## src/rtl/viterbi_acs.sv

```systemverilog
`default_nettype none
// ============================================================================
// Module  : viterbi_acs
// Brief   : Add-compare-select for the K=3 rate-1/2 (111/101) Viterbi decoder.
//           Optional metric normalization: define ACS_NORM_EN.
// Revision: 1.0
// ============================================================================
module viterbi_acs #(
  parameter int PM_W       = 8,
  parameter int PM_INIT    = 8,
  parameter int FRAME_SYMS = 8
) (
  input  logic            clk,
  input  logic            rst,
  input  logic            en_acs,
  input  logic [1:0]      i_Rx,
  output logic [3:0]      o_surv,
  output logic            o_valid,
  output logic            o_last,
  output logic [1:0]      o_best_state,
  output logic [PM_W-1:0] o_min_pm
);

  localparam int              CNT_W    = (FRAME_SYMS > 1) ? $clog2(FRAME_SYMS) : 1;
  localparam logic [CNT_W-1:0] LAST_CNT = CNT_W'(FRAME_SYMS - 1);
  localparam logic [PM_W-1:0]  INIT_PM  = PM_W'(PM_INIT);
  localparam logic [0:0]       ST_FRESH = 1'b0;
  localparam logic [0:0]       ST_RUN   = 1'b1;

  logic [0:0]       state_q, state_d;
  logic [CNT_W-1:0] sym_cnt_q, sym_cnt_d;
  logic [PM_W-1:0]  pm_q [4];
  logic [PM_W-1:0]  pm_d [4];
  logic [3:0]       surv_q, surv_d;
  logic             valid_q, valid_d;
  logic             last_q, last_d;
  logic [1:0]       best_q, best_d;
  logic [PM_W-1:0]  min_pm_q, min_pm_d;

  logic             use_init;
  logic             is_last;
  logic [PM_W-1:0]  pm_cur [4];
  logic [PM_W-1:0]  pm_acs [4];
  logic [PM_W-1:0]  pm_new [4];
  logic [3:0]       dec;
  logic [1:0]       best_idx;
  logic [PM_W-1:0]  best_pm;

  function automatic logic [1:0] hamming(input logic [1:0] a, input logic [1:0] b);
    logic [1:0] x;
    x = a ^ b;
    return {1'b0, x[1]} + {1'b0, x[0]};
  endfunction

  // State register
  always_ff @(posedge clk) begin
    if (rst) state_q <= ST_FRESH;
    else     state_q <= state_d;
  end

  // Next-state logic
  always_comb begin
    state_d = state_q;
    if (en_acs) state_d = is_last ? ST_FRESH : ST_RUN;
  end

  assign use_init = (state_q == ST_FRESH);
  assign is_last  = en_acs && (sym_cnt_q == LAST_CNT);

  // Predecessors of n are {n0,0} and {n0,1}; input bit is n1.
  always_comb begin : acs
    logic [1:0]      nb, p0, p1, exp0, exp1;
    logic [PM_W:0]   cand0, cand1, win;
    nb    = '0;
    p0    = '0;
    p1    = '0;
    exp0  = '0;
    exp1  = '0;
    cand0 = '0;
    cand1 = '0;
    win   = '0;
    dec   = '0;
    for (int s = 0; s < 4; s++) begin
      pm_cur[s] = use_init ? ((s == 0) ? '0 : INIT_PM) : pm_q[s];
    end
    for (int n = 0; n < 4; n++) begin
      nb     = 2'(n);
      p0     = {nb[0], 1'b0};
      p1     = {nb[0], 1'b1};
      exp0   = {nb[1] ^ p0[1] ^ p0[0], nb[1] ^ p0[0]};
      exp1   = {nb[1] ^ p1[1] ^ p1[0], nb[1] ^ p1[0]};
      cand0  = {1'b0, pm_cur[p0]} + (PM_W+1)'(hamming(i_Rx, exp0));
      cand1  = {1'b0, pm_cur[p1]} + (PM_W+1)'(hamming(i_Rx, exp1));
      dec[n] = (cand1 < cand0);
      win    = dec[n] ? cand1 : cand0;
      pm_acs[n] = win[PM_W] ? '1 : win[PM_W-1:0];
    end
  end

  always_comb begin : norm
`ifdef ACS_NORM_EN
    logic all_hi;
    all_hi = 1'b1;
    for (int s = 0; s < 4; s++) all_hi = all_hi & pm_acs[s][PM_W-1];
`endif
    for (int s = 0; s < 4; s++) pm_new[s] = pm_acs[s];
`ifdef ACS_NORM_EN
    if (all_hi) begin
      for (int s = 0; s < 4; s++) pm_new[s][PM_W-1] = 1'b0;
    end
`endif
  end

  // Strict compare keeps ties on the lowest state index.
  always_comb begin : best_sel
    best_idx = 2'd0;
    best_pm  = pm_new[0];
    for (int s = 1; s < 4; s++) begin
      if (pm_new[s] < best_pm) begin
        best_pm  = pm_new[s];
        best_idx = 2'(s);
      end
    end
  end

  // Output / datapath next-value logic
  always_comb begin
    sym_cnt_d = sym_cnt_q;
    for (int s = 0; s < 4; s++) pm_d[s] = pm_q[s];
    surv_d    = '0;
    valid_d   = 1'b0;
    last_d    = 1'b0;
    best_d    = best_q;
    min_pm_d  = min_pm_q;
    if (en_acs) begin
      for (int s = 0; s < 4; s++) pm_d[s] = pm_new[s];
      surv_d    = dec;
      valid_d   = 1'b1;
      last_d    = is_last;
      sym_cnt_d = is_last ? '0 : sym_cnt_q + CNT_W'(1);
      if (is_last) begin
        best_d   = best_idx;
        min_pm_d = best_pm;
      end
    end
  end

  always_ff @(posedge clk) begin
    if (rst) begin
      sym_cnt_q <= '0;
      pm_q[0]   <= '0;
      pm_q[1]   <= INIT_PM;
      pm_q[2]   <= INIT_PM;
      pm_q[3]   <= INIT_PM;
      surv_q    <= '0;
      valid_q   <= 1'b0;
      last_q    <= 1'b0;
      best_q    <= '0;
      min_pm_q  <= '0;
    end else begin
      sym_cnt_q <= sym_cnt_d;
      for (int s = 0; s < 4; s++) pm_q[s] <= pm_d[s];
      surv_q    <= surv_d;
      valid_q   <= valid_d;
      last_q    <= last_d;
      best_q    <= best_d;
      min_pm_q  <= min_pm_d;
    end
  end

  assign o_surv       = surv_q;
  assign o_valid      = valid_q;
  assign o_last       = last_q;
  assign o_best_state = best_q;
  assign o_min_pm     = min_pm_q;

endmodule
`default_nettype wire
```

## config.mk

```make
export PLATFORM = sky130hd
export DESIGN_NAME = viterbi_acs
export DESIGN_NICKNAME = d
export VERILOG_FILES = /design/src/rtl/viterbi_acs.sv
export SDC_FILE = /design/constraint.sdc
export NUM_CORES = 1
export LEC_CHECK = 0
export CAP_MARGIN = 20
export CORE_MARGIN = 5
export CORE_UTILIZATION = 45
export CTS_BUF_LIST = sky130_fd_sc_hd__clkbuf_16
export DETAILED_ROUTE_END_ITERATION = 7
export SYNTH_ARGS = -nofsm -noshare
export SYNTH_HDL_FRONTEND = slang
export SYNTH_SLANG_ARGS = --single-unit
```

## constraint.sdc

```tcl
create_clock -name clk -period 18.91 [get_ports clk]
set_clock_uncertainty 0.1 [all_clocks]
set_input_delay 3.782 -clock clk [delete_from_list [all_inputs] [get_ports clk]]
set_output_delay 3.782 -clock clk [all_outputs]
set_load 0.1 [all_outputs]
```

==> summary.md <==
| Metric | Value |
|---|---|
| Netlist cell types | `64` |
| Fin. Hold Viols | `0` |
| Post-CTS Resized | `0` |
| # IOs | `21` |
| Die Width | `119 um` |
| RSZ-0062 raised after global routing | `false` |
| Drt first pass iters | `5` |
| Top cell type's share of synthesized area | `19.4%` |
| WL per Instance | `18.9 um` |
| Mapped Avg Cell Area | `7.41 um2` |
| DP HPWL | `12600 um` |
| Commonest non-fill, non-tap cells in the layout | `nor2_1 (110), nand2_1 (76), ha_1 (71)` |
| Number of flops mapped to enable cells by yosys | `0` |
| DR vias/cell | `5.93` |
| Largest net degree at the start of global routing | `51` |
| Port Buffers | `20` |
| Post-DP Area | `0.00562 mm2` |
| Leakage power | `2.46 nW` |
| Dominant synthesized flop cell | `dfxtp_1` |
| Area leader, netlist | `dfxtp_1` |
| Cell area after layout | `0.00577 mm2` |
| Crit-path max cell delay | `0.55 ns` |
| Fraction of layout cells with a size suffix above 1 | `3.76%` |
| Sequential Area | `0.00104 mm2` |
| Critical-path maximum fanout | `11` |
| Max-cap viol count | `0` |
| WL final | `16300 um` |
| Clock transition at the registers of the reported paths | `0.07 ns` |
| CTS H-tree depth | `2` |
| Fillers | `1173` |
| Area Overhead vs Synth | `7.53%` |
| Fmax | `0.0732 GHz` |
| Clock Path Buffers | `2` |
| R2r setup slk | `8.89 ns` |
| Post-CTS Setup Inserts | `0` |
| Commonest non-fill, non-tap cell in the layout | `nor2_1` |
| Yosys reg bits | `52` |
| Seq pwr share | `15.5%` |
| Worst Setup EP | `o_min_pm[3]$_SDFFE_PP0P_` |
| Slowest cell on the critical path | `a31oi_1` |
| Synth Warn # | `0` |
| CP startpoint kind | `input port` |
| Worst r2r src | `state_q$_SDFFE_PP0P_` |
| CP Depth | `39` |
| Syn_nets | `802` |
| Vias in the first global route | `4978` |
| Reg2reg end | `o_min_pm[3]$_SDFFE_PP0P_` |
| Asr flop ratio synth | `0%` |
| Worst path most repeated cell | `ha_1` |
| CP arrival | `13.75 ns` |
| WP buf/inv | `5` |
| GP Congestion | `1.03` |
| P_int | `0.000442 W` |
| Cell count after synthesis | `724` |
| PD cells | `161 mW/mm2` |
| GR Util All Layers | `23.5%` |
| Hold crit path type | `register to register` |
| Chip height | `119 um` |
| Antenna Nets Post-Route | `0` |
| Initial Utilization | `46.4%` |
| First-pass GRT wire length | `26600 um` |
| Family with the most delay on the worst path | `compound AO/OA/AOI/OAI gates` |
| CTS tree | `done` |
| Clock latency on the worst-skew pair | `0.31 ns` |
| Worst endpoint required time | `19.00 ns` |
| Worst-margin pin slew | `0.999 ns` |
| CTS Buf Count | `5` |
| Root Driver | `clkbuf_16` |
| Final setup vio count | `0` |
| Critical setup path kind | `input port to register` |
| Worst VDD drop | `0.123 mV` |
| P_sw | `0.000487 W` |
| GRT Residual Overflow | `0` |
| R2r worst-path depth | `38` |
| Antenna violations before repair | `0` |
| Initial DRC count | `382` |
| Multi-input gate area | `0.00402 mm2` |
| Synth Cell Area | `0.00537 mm2` |
| Synth top area cells | `dfxtp_1 (19%), ha_1 (17%), nor2_1 (7.7%)` |
| Clock network power share | `10.7%` |
| Std cell rows | `39` |
| Register area share after synthesis | `19.4%` |
| Switch share | `52.4%` |
| Die area | `0.0142 mm2` |
| Fin crit share | `72.2%` |
| Critical Path Sink Type | `register` |
| Max_slew headroom | `33.4%` |
| Core Area | `0.0116 mm2` |
| Fin Hold WS | `0.377 ns` |
| Clock sinks | `52` |
| Worst setup path startpoint | `i_Rx[0]` |
| Status | `finished clean` |
| Logic pwr share | `73.8%` |
| Fin. max-slew vios | `0` |
| Drc violations | `0` |
| DR vias | `5111` |
| # diodes | `0` |
| Crit path time final | `13.65 ns` |
| Nets@finish | `796` |
| Total power | `0.000929 W` |
| Setup TNS | `0 ns` |
| Hold Buf Count CTS | `0` |
[flip-flops by register name (all words and copies together) (netlist names)]
register / count
o_valid: 1
sym_cnt_q: 3
pm_q: 32
o_min_pm: 8
o_best_state: 2
o_surv: 4
state_q: 1
o_last: 1
[cell usage after synthesis (all sizes together), types with 7 or more instances]
master and number:
a211oi 7, mux2i 40, nor3 24, nand2b 8, nor2 110, nand4 11
a221o 8, a21oi 46, nor2b 7, a31oi 8, o21ai 35, ha 71
and3 7, nand2 76, xor2 18, dfxtp 52, clkbuf 29, inv 37
buf 9, and2 11, nand3 30, xnor2 24
[worst register-to-register path, delay by kind of cell, from the launching register on]
kind	cells	cell delay (ns)
flops	1	0.31
simple gates	11	2.05
compound gates	15	4.22
mux	1	0.46
buf+inv	4	0.90
xor+xnor	1	0.19
fa+ha+maj	6	1.68
[metrics by stage]
step                util (%)  worst slack [ns]  instances
CTS                     49.9              5.31        862
finish                  49.9              5.26        862
floorplan                  -              7.24        724
global route            49.9              4.45        862
global placement        48.5              5.00        853
detailed placement      48.6              5.01        854
[power by group through the flow]
stage	registers [W]	clock network, W	logic, W
after floorplan	0.000145	0	0.000536
after global placement	0.000145	0	0.000666
after detailed placement	0.000146	0	0.000679
after CTS	0.000143	0.000103	0.000682
after global routing	0.000146	0.000107	0.000769
final	0.000144	0.0000994	0.000686
[kinds of logic after synthesis]
group | share of synthesized area [%]
xor+xnor | 6.85
fa+ha+maj | 18.4
simple gates | 25.0
flops | 19.4
buf+inv | 5.64
compound gates | 16.7
mux | 8.02
[metal layers]
metal,vias to the layer above,GRT usage (%),part of all wire (%),wire [um]
met3,36,2.32,4.0,657
met5,-,0,0,0
met2,137,40.7,48,7830
li1,2523,-,-,-
met1,2415,29.5,44,7170
met4,0,10.5,3.9,636
[worst min-delay path by stage]
stage	from	end	slack, ns	depth (start not counted)
finish	sym_cnt_q[2]$_SDFFE_PP0P_	sym_cnt_q[2]$_SDFFE_PP0P_	0.38	2
global route	o_min_pm[2]$_SDFFE_PP0P_	o_min_pm[2]$_SDFFE_PP0P_	0.40	1
CTS	sym_cnt_q[2]$_SDFFE_PP0P_	sym_cnt_q[2]$_SDFFE_PP0P_	0.38	2
detailed placement	sym_cnt_q[2]$_SDFFE_PP0P_	sym_cnt_q[2]$_SDFFE_PP0P_	0.37	2
global placement	sym_cnt_q[2]$_SDFFE_PP0P_	sym_cnt_q[2]$_SDFFE_PP0P_	0.36	2
floorplan	sym_cnt_q[2]$_SDFFE_PP0P_	sym_cnt_q[2]$_SDFFE_PP0P_	0.35	2
[cell type report]
cell class                      instances  area share [%]
Clock buffer                            5            2.17
Clock inverter                          3           0.477
Inverter                               38            2.47
Multi-Input combinational cell        596            69.7
Sequential cell                        52            18.0
Tap cell                              143            3.10
Timing Repair Buffer                   25            4.03
Note: power is estimated with default switching activity, not from simulation.
